`config.mk`:
```
export PLATFORM = sky130hd
export DESIGN_NAME = mem_arbiter_flat
export DESIGN_NICKNAME = d
export VERILOG_FILES = /design/src/rtl/mem_arb_pkg.sv /design/src/rtl/mem_arbiter_if.sv /design/src/rtl/mem_arb_ibuf.sv /design/src/rtl/mem_arbiter.sv /design/src/flat_wrapper.sv
export SDC_FILE = /design/constraint.sdc
export NUM_CORES = 1
export LEC_CHECK = 0
export ABC_AREA = 1
export BUFFER_PORTS_ARGS = -buffer_cell sky130_fd_sc_hd__buf_2
export CAP_MARGIN = 0
export CORE_ASPECT_RATIO = 1.1
export CORE_MARGIN = 2
export CORE_UTILIZATION = 30
export DETAILED_ROUTE_END_ITERATION = 7
export GPL_TIMING_DRIVEN = 0
export PLACE_DENSITY_LB_ADDON = 0.08
export SETUP_SLACK_MARGIN = 0.4
export SYNTH_ARGS = -nofsm -noshare
export SYNTH_HDL_FRONTEND = slang
export SYNTH_SLANG_ARGS = --single-unit
export TNS_END_PERCENT = 50
```
`constraint.sdc`:
```
create_clock -name clk -period 1.8 [get_ports clk]
set_clock_uncertainty 0.05 [all_clocks]
set_input_delay 0.36 -clock clk [delete_from_list [all_inputs] [get_ports clk]]
set_output_delay 0.36 -clock clk [all_outputs]
set_load 0.005 [all_outputs]
```
`src/rtl/mem_arb_pkg.sv`:
```
// Shared types and constants for the unified-RAM fetch/load-store arbiter.
package mem_arb_pkg;

  typedef enum logic [1:0] {
    IDLE  = 2'd0,
    ISSUE = 2'd1,
    WAIT  = 2'd2,
    RESP  = 2'd3
  } arbState_t;

  typedef enum logic {
    OWN_I = 1'b0,
    OWN_D = 1'b1
  } owner_t;

  localparam int MEM_ARB_MAX_LAT = 4;

endpackage

```
`src/rtl/mem_arbiter_if.sv`:
```
// Fetch port, load/store port and RAM port of mem_arbiter bundled together.
interface mem_arbiter_if #(
  parameter int ADDR_W = 32,
  parameter int DATA_W = 32
);
  logic              if_req;
  logic [ADDR_W-1:0] if_addr;
  logic [DATA_W-1:0] if_rdata;
  logic              if_ready;
  logic              mem_req;
  logic [3:0]        mem_wen;
  logic [ADDR_W-1:0] mem_addr;
  logic [DATA_W-1:0] mem_wdata;
  logic [DATA_W-1:0] mem_rdata;
  logic              mem_ready;
  logic              ram_en;
  logic [3:0]        ram_we;
  logic [ADDR_W-1:0] ram_addr;
  logic [DATA_W-1:0] ram_wdata;
  logic [DATA_W-1:0] ram_rdata;
  logic              stall;

  modport slave (
    input  if_req, if_addr, mem_req, mem_wen, mem_addr, mem_wdata, ram_rdata,
    output if_rdata, if_ready, mem_rdata, mem_ready,
           ram_en, ram_we, ram_addr, ram_wdata, stall
  );

  modport master (
    output if_req, if_addr, mem_req, mem_wen, mem_addr, mem_wdata, ram_rdata,
    input  if_rdata, if_ready, mem_rdata, mem_ready,
           ram_en, ram_we, ram_addr, ram_wdata, stall
  );
endinterface

```
`src/rtl/mem_arb_ibuf.sv`:
```
// One-entry fetch buffer for mem_arbiter; only built when MEM_ARB_IBUF_EN is defined.
module mem_arb_ibuf
  import mem_arb_pkg::*;
#(
  parameter int ADDR_W = 32,
  parameter int DATA_W = 32
) (
  input  logic              clk,
  input  logic              rst,
  input  logic [ADDR_W-3:0] lookupAddr,
  output logic              hit,
  output logic [DATA_W-1:0] hitData,
  input  logic              fill,
  input  logic [ADDR_W-3:0] fillAddr,
  input  logic [DATA_W-1:0] fillData,
  input  logic              inval,
  input  logic [ADDR_W-3:0] invalAddr
);
  logic              vld;
  logic [ADDR_W-3:0] tag;
  logic [DATA_W-1:0] data;

  always_ff @(posedge clk or negedge rst) begin
    if (!rst) begin
      vld  <= 1'b0;
      tag  <= '0;
      data <= '0;
    end else if (fill) begin
      vld  <= 1'b1;
      tag  <= fillAddr;
      data <= fillData;
    end else if (inval && vld && (tag == invalAddr)) begin
      vld  <= 1'b0;
    end
  end

  assign hit     = vld && (tag == lookupAddr);
  assign hitData = data;
endmodule

```
`src/rtl/mem_arbiter.sv`:
```
// Arbiter/sequencer sharing one single-port RAM between fetch and load/store.
// Optional one-entry fetch buffer under `define MEM_ARB_IBUF_EN.
module mem_arbiter
  import mem_arb_pkg::*;
#(
  parameter int ADDR_W  = 32,
  parameter int DATA_W  = 32,
  parameter int RAM_LAT = 1
) (
  input  logic         clk,
  input  logic         rst,
  mem_arbiter_if.slave bus
);
  localparam int LAT_C = (RAM_LAT < 1) ? 1 :
                         (RAM_LAT > MEM_ARB_MAX_LAT) ? MEM_ARB_MAX_LAT : RAM_LAT;
  localparam logic [1:0] CNT_INIT = 2'(LAT_C - 1);

  arbState_t         state, stateNxt;
  owner_t            owner, lastOwner;
  logic [1:0]        cnt;
  logic [ADDR_W-1:0] ramAddr;
  logic [3:0]        ramWe;
  logic [DATA_W-1:0] ramWdata;
  logic              grantD, grantI, grant;
  logic              ibufHit, respI, respD;
  logic [DATA_W-1:0] respData;

  // Data wins a tie unless it also won the previous access.
  always_comb begin
    grantD = 1'b0;
    grantI = 1'b0;
    if (state == IDLE) begin
      if (bus.mem_req && bus.if_req) begin
        grantD = (lastOwner == OWN_I);
        grantI = (lastOwner == OWN_D);
      end else begin
        grantD = bus.mem_req;
        grantI = bus.if_req;
      end
    end
  end
  assign grant = grantD | grantI;

  always_ff @(posedge clk or negedge rst) begin
    if (!rst) begin
      state     <= IDLE;
      owner     <= OWN_D;
      lastOwner <= OWN_I;
      cnt       <= '0;
      ramAddr   <= '0;
      ramWe     <= '0;
      ramWdata  <= '0;
    end else begin
      state <= stateNxt;
      if (grant) begin
        owner    <= grantD ? OWN_D : OWN_I;
        ramAddr  <= {(grantD ? bus.mem_addr[ADDR_W-1:2] : bus.if_addr[ADDR_W-1:2]), 2'b00};
        ramWe    <= grantD ? bus.mem_wen : 4'b0000;
        ramWdata <= grantD ? bus.mem_wdata : '0;
      end
      if (state == ISSUE)     cnt <= CNT_INIT;
      else if (state == WAIT) cnt <= cnt - 2'd1;
      if (state == RESP)      lastOwner <= owner;
    end
  end

  always_comb begin
    stateNxt = state;
    case (state)
      IDLE:    if (grant) stateNxt = (grantI && ibufHit) ? RESP : ISSUE;
      ISSUE:   stateNxt = (LAT_C == 1) ? RESP : WAIT;
      WAIT:    if (cnt == 2'd1) stateNxt = RESP;
      RESP:    stateNxt = IDLE;
      default: stateNxt = IDLE;
    endcase
  end

`ifdef MEM_ARB_IBUF_EN
  logic              fromBuf;
  logic [DATA_W-1:0] ibufData;

  // A buffered fetch skips ISSUE/WAIT; remember where its RESP data comes from.
  always_ff @(posedge clk or negedge rst) begin
    if (!rst)       fromBuf <= 1'b0;
    else if (grant) fromBuf <= grantI && ibufHit;
  end

  mem_arb_ibuf #(
    .ADDR_W (ADDR_W),
    .DATA_W (DATA_W)
  ) uIbuf (
    .clk        (clk),
    .rst        (rst),
    .lookupAddr (bus.if_addr[ADDR_W-1:2]),
    .hit        (ibufHit),
    .hitData    (ibufData),
    .fill       (respI),
    .fillAddr   (ramAddr[ADDR_W-1:2]),
    .fillData   (respData),
    .inval      (grantD && (bus.mem_wen != 4'b0000)),
    .invalAddr  (bus.mem_addr[ADDR_W-1:2])
  );

  assign respData = fromBuf ? ibufData : bus.ram_rdata;
`else
  assign ibufHit  = 1'b0;
  assign respData = bus.ram_rdata;
`endif

  assign respI = (state == RESP) && (owner == OWN_I);
  assign respD = (state == RESP) && (owner == OWN_D);

  assign bus.ram_en    = (state == ISSUE);
  assign bus.ram_we    = ramWe;
  assign bus.ram_addr  = ramAddr;
  assign bus.ram_wdata = ramWdata;

  assign bus.if_ready  = respI;
  assign bus.if_rdata  = respI ? respData : '0;
  assign bus.mem_ready = respD;
  assign bus.mem_rdata = respD ? respData : '0;

  assign bus.stall = (bus.if_req & ~bus.if_ready) | (bus.mem_req & ~bus.mem_ready);
endmodule

```
`src/flat_wrapper.sv`:
```
// flat-port wrapper written by rule: the top's interface ports become plain ports
module mem_arbiter_flat import mem_arb_pkg::*;
#(
  parameter int ADDR_W  = 32,
  parameter int DATA_W  = 32,
  parameter int RAM_LAT = 1
)
  (clk, rst, bus_if_req, bus_if_addr, bus_mem_req, bus_mem_wen, bus_mem_addr, bus_mem_wdata, bus_ram_rdata, bus_if_rdata, bus_if_ready, bus_mem_rdata, bus_mem_ready, bus_ram_en, bus_ram_we, bus_ram_addr, bus_ram_wdata, bus_stall);
  mem_arbiter_if #(.ADDR_W(ADDR_W), .DATA_W(DATA_W)) bus_i ();
  input  logic clk;
  input  logic rst;
  input wire logic [$bits(bus_i.if_req)-1:0] bus_if_req;
  input wire logic [$bits(bus_i.if_addr)-1:0] bus_if_addr;
  input wire logic [$bits(bus_i.mem_req)-1:0] bus_mem_req;
  input wire logic [$bits(bus_i.mem_wen)-1:0] bus_mem_wen;
  input wire logic [$bits(bus_i.mem_addr)-1:0] bus_mem_addr;
  input wire logic [$bits(bus_i.mem_wdata)-1:0] bus_mem_wdata;
  input wire logic [$bits(bus_i.ram_rdata)-1:0] bus_ram_rdata;
  output wire logic [$bits(bus_i.if_rdata)-1:0] bus_if_rdata;
  output wire logic [$bits(bus_i.if_ready)-1:0] bus_if_ready;
  output wire logic [$bits(bus_i.mem_rdata)-1:0] bus_mem_rdata;
  output wire logic [$bits(bus_i.mem_ready)-1:0] bus_mem_ready;
  output wire logic [$bits(bus_i.ram_en)-1:0] bus_ram_en;
  output wire logic [$bits(bus_i.ram_we)-1:0] bus_ram_we;
  output wire logic [$bits(bus_i.ram_addr)-1:0] bus_ram_addr;
  output wire logic [$bits(bus_i.ram_wdata)-1:0] bus_ram_wdata;
  output wire logic [$bits(bus_i.stall)-1:0] bus_stall;
  assign bus_i.if_req = bus_if_req;
  assign bus_i.if_addr = bus_if_addr;
  assign bus_i.mem_req = bus_mem_req;
  assign bus_i.mem_wen = bus_mem_wen;
  assign bus_i.mem_addr = bus_mem_addr;
  assign bus_i.mem_wdata = bus_mem_wdata;
  assign bus_i.ram_rdata = bus_ram_rdata;
  assign bus_if_rdata = bus_i.if_rdata;
  assign bus_if_ready = bus_i.if_ready;
  assign bus_mem_rdata = bus_i.mem_rdata;
  assign bus_mem_ready = bus_i.mem_ready;
  assign bus_ram_en = bus_i.ram_en;
  assign bus_ram_we = bus_i.ram_we;
  assign bus_ram_addr = bus_i.ram_addr;
  assign bus_ram_wdata = bus_i.ram_wdata;
  assign bus_stall = bus_i.stall;
  mem_arbiter #(.ADDR_W(ADDR_W), .DATA_W(DATA_W), .RAM_LAT(RAM_LAT)) u_core (.clk(clk), .rst(rst), .bus(bus_i));
endmodule
```
## Yosys cells after proc, flatten, opt, wreduce, memory -nomap -nowiden

Index checks and enable logic that the tools add are counted.

- Input port bits: 136
- Output and inout port bits: 136
- Register bits after elaboration: 72
- Word-level logic and storage cells: 43

- Bitwise logic cells: 8
- $add $sub $neg: 1
- Muxes and demuxes: 15
- Equality and inequality tests: 6
- Reduce and logical (&&, ||, !) cells: 6

Operator list:

| operator | number |
|---|---|
| $mux 32 | 3 |
| $mux 30 | 1 |
| $mux 2 | 4 |
| $pmux 2 s4 | 1 |
| $mux 1 | 5 |
| $eq 2x1->1 const B | 2 |
| $eq 2x2->1 const B | 2 |
| $mux 4 | 1 |
| $not 1->1 | 4 |
| $logic_and 1x1->1 | 3 |
| $and 1x1->1 | 2 |
| $logic_not 2->1 | 1 |
| $ne 2x1->1 const B | 1 |
| $ne 2x2->1 const B | 1 |
| $or 1x1->1 | 2 |
| $reduce_and 2->1 | 1 |
| $reduce_bool 2->1 | 1 |
| $sub 2x1->2 const B | 1 |

## Logic depth before layout (Yosys ltp)

Gate-level depths: netlist of the first run.

- Depth after elaboration: 6
- Depth in mapped cells: 9
- Gate-level depth less buffers: 8

## Worst setup path before layout of the first run

Ideal clock, no wire load.

- Path kind: reg-to-output
- From: register u_core.state[0]
- To: output port bus_if_rdata[10]
- Path buffers: 1
- Stages on the path, launching flop included: 7
- Arrival time: 1.144 ns
- Required time: 1.390 ns
- Slack: 0.246 ns
- Cell sequence: dfrtp_1 ha_1 inv_1 nor2_1 inv_1 buf_2 nor2_1

- Cells in the longest elaborated chain, start to end: 3

Ends and longest elaborated chain:

| what | line | RTL |
|---|---|---|
| from (decl) | mem_arbiter.sv:18 | `arbState_t state, stateNxt;` |
| from (signal assigned) | mem_arbiter.sv:54 | `state <= stateNxt;` |
| $eq 2x2->1 | mem_arbiter.sv:110 | `assign respI = (state == RESP) && (owner == OWN_I);` |
| $logic_and 1x1->1 | mem_arbiter.sv:110 |  |
| named net bus_if_ready | flat_wrapper.sv:20 | `output wire logic [$bits(bus_i.if_ready)-1:0] bus_if_ready;` |
| $mux 32 | mem_arbiter.sv:119 | `assign bus.if_rdata = respI ? respData : '0;` |
| to (decl) | flat_wrapper.sv:19 | `output wire logic [$bits(bus_i.if_rdata)-1:0] bus_if_rdata;` |

The timed path passes the listed nets, and every way through them passes these cells.

## Final worst setup path of the first run

- From: register u_core.state[1]
- To: output port bus_if_rdata[7]

- Cells in the longest elaborated chain, start to end: 3

Ends and longest elaborated chain:

| what | line |
|---|---|
| $eq 2x2->1 | mem_arbiter.sv:110 |
| $logic_and 1x1->1 | mem_arbiter.sv:110 |
| $mux 32 | mem_arbiter.sv:119 |

No other way between the ends.

==> results of run 1 <==
## power breakdown
part	internal, mW	switching, mW	leakage [nW]	total (mW)
combinational	2.09	2.40	2.96	4.48
clock	1.22	0.706	0.153	1.93
sequential	2.34	0.392	0.907	2.73
total	5.64	3.50	4.02	9.14
## kinds of logic after synthesis
logic type               share of synthesized area, %
AO/OA/AOI/OAI                                  0.9034
AND/OR/NAND/NOR                                 36.00
buffers and inverters                           14.90
adder cells (fa/ha/maj)                         1.613
other                                         0.09668
flip-flops                                      46.48
## what timing repair did
action                                  4_1_cts  5_1_grt
pin swaps                                     4       41
resized for setup                            50       32
endpoints found under the hold margin        33        0
endpoints found under the setup margin      136      136
gates cloned                                  0        1
buffers inserted                              5        8
hold buffers                                  1        0
## per-stage QoR
step / instances / power (mW) / worst slack, ps / TNS [ps] / util, %
after floorplan: 563 / 4.892 / 336.9 / 0 / -
after global routing: 1017 / 9.904 / -214.3 / -11350 / 50.67
after detailed placement: 986 / 6.657 / 4.795 / 0 / 44.47
final: 1017 / 9.138 / -132.6 / -5905 / 50.67
after CTS: 1008 / 8.983 / -141.4 / -6683 / 48.82
after global placement: 985 / 6.576 / -238.6 / -16440 / 44.29
## flip-flops by register name (all words and copies together) (netlist names)
| register | flops |
|---|---|
| u_core.bus.ram_addr | 30 |
| u_core.bus.ram_wdata | 32 |
| u_core.bus.ram_we | 4 |
| u_core.cnt | 2 |
| u_core.lastOwner | 1 |
| u_core.owner | 1 |
| u_core.state | 2 |
## worst max-delay path: cells and delay by family (launching register included)
family                   cells  cell delay (ps)
flip-flops                   1              400
AND/OR/NAND/NOR              2              210
adder cells (fa/ha/maj)      1              180
buffers and inverters        4              390
## cell type report
type,count,area [µm²]
fill,1281,6237
multi-input combinational,352,1789
tap,157,196.4
inverter,104,402.9
clock buffer,10,229.0
sequential,72,1803
clock inverter,6,90.09
buffer,35,380.4
timing repair buffer,281,1515
## placed cells by master, fill, tap and decap left out, types with 3 or more instances in the layout
master,n
nor2_2,21
clkbuf_8,3
nor2_4,13
inv_4,5
ha_4,3
nand2_1,171
buf_12,6
buf_4,17
inv_1,98
nor2_1,31
buf_8,9
buf_6,6
clkbuf_16,10
nand3_2,12
clkbuf_1,3
dfrtp_1,71
buf_2,268
nand3_1,87
## per-layer routing
layer,track usage [%],wire (µm),vias to the layer above
li1,-,-,2254
met5,0,0,-
met1,20.33,5078,2038
met3,5.392,1105,20
met2,34.38,6890,180
met4,6.098,255,0
## worst max-delay path by stage
stage | cells after the start | endpoint | slack, ps | from
finish | 7 | bus_if_rdata[7] | -130 | u_core.state[1]$_DFFE_PN0P_
global route | 7 | bus_if_rdata[30] | -210 | u_core.state[1]$_DFFE_PN0P_
CTS | 7 | bus_if_rdata[7] | -140 | u_core.state[0]$_DFFE_PN0P_
detailed placement | 5 | bus_mem_rdata[15] | 5 | u_core.state[0]$_DFFE_PN0P_
global placement | 1 | u_core.bus.ram_wdata[18]$_DFFE_PN0P_ | -240 | rst
floorplan | 6 | bus_if_rdata[11] | 340 | u_core.state[0]$_DFFE_PN0P_
==> results.txt, run 1 <==
- Top fanout value on the critical path: 10
- Synthesis produced a netlist whose cell count is between 500 and 600.
- Layout cell share with drive strength beyond 1: 45.35%
- The worst hold path passes through 3 cells.
- Initial antenna violation count: 0
- Maximum vdd drop: roughly 0.00085 V
- Required time reported for the critical path endpoint: about 1400 ps
* Sum of net half-perimeters after detailed placement: around 10000 µm
- After synthesis, the cell types taking the most area are dfrtp_1 46%, nand2_1 17%, nand3_1 13%, inv_1 9.9%, nor2_1 6.3%.
- Total I/O pin count: 272
- After the first detailed-routing iteration, the DRC count stood at between 100 and 150.
* Remaining global-route overflow: 0
* Violations in the final reports: setup timing
* Endpoint kind of the worst setup timing path: output port
* CTS clk-pin slew, worst paths: 60 ps
- Vias in the first global route: roughly 4200
- CTS saw 72 sinks.
- Post-synthesis cell area: between 3000 and 4000 µm²
* WL per Instance: ~13 µm
- Worst-skew pair later-pin latency: 330 ps
- CTS built an H-tree with a depth of 3.
- From bottom edge to top edge, the die measures around 120 µm.
- The top cell type by area accounts for 45.81% of the synthesized area.
* Initial standard-cell utilization of the core: slightly above 30%
- Power spread over the standard cell area amounts to around 1400 nW/µm².
* Final routed DRC violation total: 0
* Worst hold margin: slightly below 200 ps
- In this run the standard cell core region covers 12640 µm².
- Setup violations remaining at the end of the flow were counted as 62.
* Leading post-synthesis cells by instance count: 175 x nand2_1, 102 x inv_1, 99 x nand3_1
- After synthesis, the share of flip-flops with an asynchronous set or reset is 100.0%.
- Counting stages on the worst path, the most repeated cell is inv_4.
- Number of core rows: 43
- The finished cells cover between 6000 and 7000 µm².
- Global routing used roughly 19% of the available tracks.
* Slowest stage delay, CP: about 400 ps
- Data arrival, critical path: 1520 ps
- 1st-pass router iterations: 4
- Synthesis inferred 72 register bits.
* Crit path cell chain: ha_4 -> inv_4 -> nor2_4 -> inv_4 -> buf_8 -> nor2_2 -> buf_2
- Number of antenna repair diodes: 0
- Max-cap violations in this run came to 0.
- Number of vias in the routed layout: between 4000 and 5000
* Total placed instance area: roughly 5600 µm²
- At the end of routability-driven placement, the weighted congestion stood at just under 0.8.
- The final critical path takes up 107.4% of the cycle.
* Antenna Nets Post-Route: 0
- The slowest stage of the critical path is the dfrtp_1 cell.
* Status: finished with violations
* Number of cells on the worst reg-to-reg path: 12
- Buffers on Ports: around 270
- Endpoint of the lowest-slack register-to-register path: u_core.bus.ram_addr[22]$_DFFE_PN0P_
- Startpoint of the lowest-slack hold path: bus_mem_wdata[25]
- Startpoint type of the worst setup path: register
* Max Slew Vio Count: 0
- Yosys cell types: 16
* Mean number of vias per cell: between 4 and 5
* First-pass GRT wire length: around 20000 µm
- Compared with the post-synthesis result, the final layout area differs by 65.16%.
- The final layout contains around 1000 nets.
- TritonCTS Buffers: 9
- The average instance in the mapped netlist occupies a little under 7 µm².
- Detailed Route WL: approximately 13000 µm
- TritonCTS built the clock tree.
- Of all cell types, the one taking the most synthesized area is dfrtp_1.
- Die area: around 14000 µm²
* Leak Pwr: just over 4 nW
- Final number of hold-violating endpoints: 0
- The setup check on the worst reg-to-reg path leaves a slack of approximately 90 ps.
- Register area share after synthesis: a little under half
* Maximum clock rate: slightly above 500 MHz
* Worst min-delay path endpoint: u_core.bus.ram_wdata[25]$_DFFE_PN0P_
- Number of flops mapped to enable cells by yosys: 0
- Among all flip-flop cells after synthesis, the most frequent one is dfrtp_1.
- Origin of the critical flop-to-flop path: u_core.state[0]$_DFFE_PN0P_
- In the post-route analysis, the smallest setup slack over all paths is -132.6 ps.
- The die is between 100 and 150 µm wide.
- Pin count of the biggest net entering global routing: 39
* HP Class: in -> reg
- The worst setup path is of the reg -> out kind.
- The tree is rooted in a clkbuf_16.
- Cell with the most instances after synthesis: nand2_1
* Unrepaired setup endpoints after global routing: true
- CTS Buffer Depth: 2
* Count of warnings emitted by yosys: 0
* Tmin final: 1933 ps
Power figures use the tool's default switching activity.
==> run 2: changes to the inputs <==
CORE_ASPECT_RATIO = 1.5   (was 1.1)
==> run 2 against run 1 <==
  * The flow still finishes with violations (setup timing)
  * Total power decreased by 0.94%
  * Critical path depth unchanged
  * Core utilization decreased by 0.54 points
  * Final cell count decreased by 0.39%
  * Setup slack improved by 8.2 ps
  * Wire length decreased by 0.31%
  * Non-clock buffer count decreased by 4
  * Sequential cell count unchanged
  * Cell area decreased by 1.6%
  * Register-to-register slack improved by 100 ps
  * Sequential power about the same
  * Largest cell class unchanged
==> results.txt, run 2 (same netlist as run 1, synthesis figures left out) <==
* Leak Pwr: 3.997 nW
- Remaining global-route overflow: 0
- The flow ran to the end, but the final reports show violations.
- CTS clk-pin slew, worst paths: about 60 ps
- In this design, the largest share of critical-path delay is due to flip-flops.
- The HPWL after detailed placement is 10340 µm.
- Power Density: around 1400 nW/µm²
* Worst-skew pair later-pin latency: 330 ps
* Tmin final: about 1900 ps
- In the layout the commonest cells are 268 x buf_2, 172 x nand2_1, 98 x inv_1, 95 x nand3_1, 71 x dfrtp_1.
* Startpoint of the lowest-slack hold path: bus_mem_wdata[17]
- Total Nets Final: 992
- Final worst setup slack: -124.4 ps
* Final routed DRC violation total: 0
* Leading cell type in the layout, fill and taps excluded: buf_2
* Initial antenna violation count: 1
- The number of global-route vias before repair was between 4000 and 5000.
* Layout cell share with drive strength beyond 1: between 40 and 50%
- First-pass GRT wire length: ~21000 µm
- Period utilization: 106.9%
- Data arrival, critical path: around 1500 ps
- CTS Buffer Depth: 2
- Based on the critical path, the design can be clocked at up to 519.6 MHz.
- ~270 I/O pins were placed.
- Routability-driven placement finished with a final weighted congestion of about 0.85.
* Unrepaired setup endpoints after global routing: true
- The die covers ~14000 µm².
- Pin count of the biggest net entering global routing: 39
- The first detailed-routing pass ran for 4 iterations.
- Total design power: slightly above 9 mW
- Mean number of vias per cell: ~4.4
* Clock tree root buffer cell: clkbuf_16
* Clock tree from TritonCTS: yes
* Worst setup startpoint: u_core.state[0]$_DFFE_PN0P_
- Buffers on Ports: 265
- Row generation in the floorplan step produced 50 rows.
- Floorplan core area: approximately 13000 µm²
* Level count of the clock H-tree: 3
* Initial DRC count: between 150 and 200
* Placed insts: 985
* Number of vias in the routed layout: 4483
- Across the run, the number of max-cap violations was 0.
- Data on the critical path is required at its endpoint by ~1400 ps.
- STA classifies the critical path startpoint as a register.
- Crit-path slowest cell: dfrtp_1
- Setup violations remaining at the end of the flow were counted as between 60 and 70.
* Detailed Route WL: 13290 µm
- In this run the vertical extent of the chip is between 100 and 150 µm.
- The worst setup path is captured at an output port.
* Crit path cell chain: ha_4 -> inv_4 -> nor2_4 -> inv_4 -> buf_12 -> nor2_4 -> buf_2
- Once detail routing completed, the nets flagged for antenna violations numbered 0.
- OpenSTA, run right after detailed placement, puts the worst setup slack at between 10 and 15 ps.
- The critical path is of the reg -> out type.
* Origin of the critical flop-to-flop path: u_core.state[0]$_DFFE_PN0P_
- In the final routed layout, each cell accounts on average for 13.12 µm.
* HP Class: in -> reg
- The number of buffers and inverters on the critical path is 4.
* Max reg flops: 32
- In this run the horizontal extent of the chip is slightly below 100 µm.
* Violations in the final reports: setup timing
* Worst hold margin: approximately 200 ps
* Overall Global Routing Usage: 18.92%
- Counting the buffers created by CTS gives 9.
* Initial standard-cell utilization of the core: 30.85%
* Slowest stage delay, CP: around 400 ps
- The count of endpoints failing hold in the final timing report is 0.
- Num Clock Sinks: 72
- The count of cells in the finished layout, fillers not included, comes to 1013.
* Max Slew Vio Count: 0
- Across the VDD grid, the largest voltage drop is around 0.00066 V.
* Area growth, synth to finish: 62.52%
- Top fanout value on the critical path: 10
-- run 2: cell count changes in the layout (fill, tap and decap cells not counted), sizes merged --
cell      delta
buf          -6
diode        +1
clkinvlp     -1
clkinv       +2
clkbuf       +1
-- run 2: area by class of cell --
class / instances / area [µm²]
fillers: 1331 / 6271
flip-flops and latches: 72 / 1803
multi-input cells: 352 / 1745
repair buffers: 277 / 1446
inverters: 104 / 402.9
plain buffers: 35 / 380.4
clock buffers: 9 / 225.2
well taps: 156 / 195.2
clock inverters: 7 / 102.6
diodes: 1 / 2.502
-- run 2: layer usage --
| layer | track usage [%] | wire, µm | up-vias |
|---|---|---|---|
| li1 | - | - | 2249 |
| met1 | 20.40 | 5091 | 2040 |
| met2 | 35.34 | 7039 | 176 |
| met3 | 4.944 | 905 | 18 |
| met4 | 7.042 | 251 | 0 |
| met5 | 0 | 0 | - |
-- run 2: power by group --
| group | internal (mW) | switching (mW) | leakage, nW |
|---|---|---|---|
| Clock | 1.23 | 0.739 | 0.162 |
| Sequential | 2.33 | 0.377 | 0.907 |
| Combinational | 2.00 | 2.37 | 2.93 |
| Total | 5.57 | 3.48 | 4.00 |
-- run 2: worst paths after layout --
kind | depth (start not counted) | endpoint | slack, ps
min reg2reg | 2 | u_core.bus.ram_wdata[23]$_DFFE_PN0P_ | 410
max in group asynchronous | 3 | u_core.owner$_DFFE_PN1P_ | 600
max | 7 | bus_if_rdata[11] | -120
min in group asynchronous | 2 | u_core.bus.ram_wdata[28]$_DFFE_PN0P_ | 470
max reg2reg | 10 | u_core.bus.ram_addr[25]$_DFFE_PN0P_ | 190
min | 3 | u_core.bus.ram_wdata[17]$_DFFE_PN0P_ | 200
-- run 2: worst reg2reg max path: cells and delay by family, from the launching register on --
kind,cells,cell delay [ps]
buffers and inverters,5,620
adders and majority gates,1,160
and+or+nand+nor,4,260
DFF,1,410
-- run 2: what timing repair did --
action / in CTS / in global routing
endpoints found under the setup margin: 135 / 135
gates cloned: 3 / 0
pin swaps: 16 / 2
hold buffers: 1 / 0
buffers inserted: 6 / 1
endpoints found under the hold margin: 34 / 0
resized for setup: 63 / 15
-- run 2: through the flow --
stage / util (%) / setup TNS [ps] / area (µm²)
after floorplan: - / 0 / 4078
after global placement: 44.53 / -13790 / 5599
after detailed placement: 44.71 / 0 / 5622
after CTS: 49.69 / -4749 / 6248
after global routing: 50.13 / -7917 / 6304
final: 50.13 / -3358 / 6304
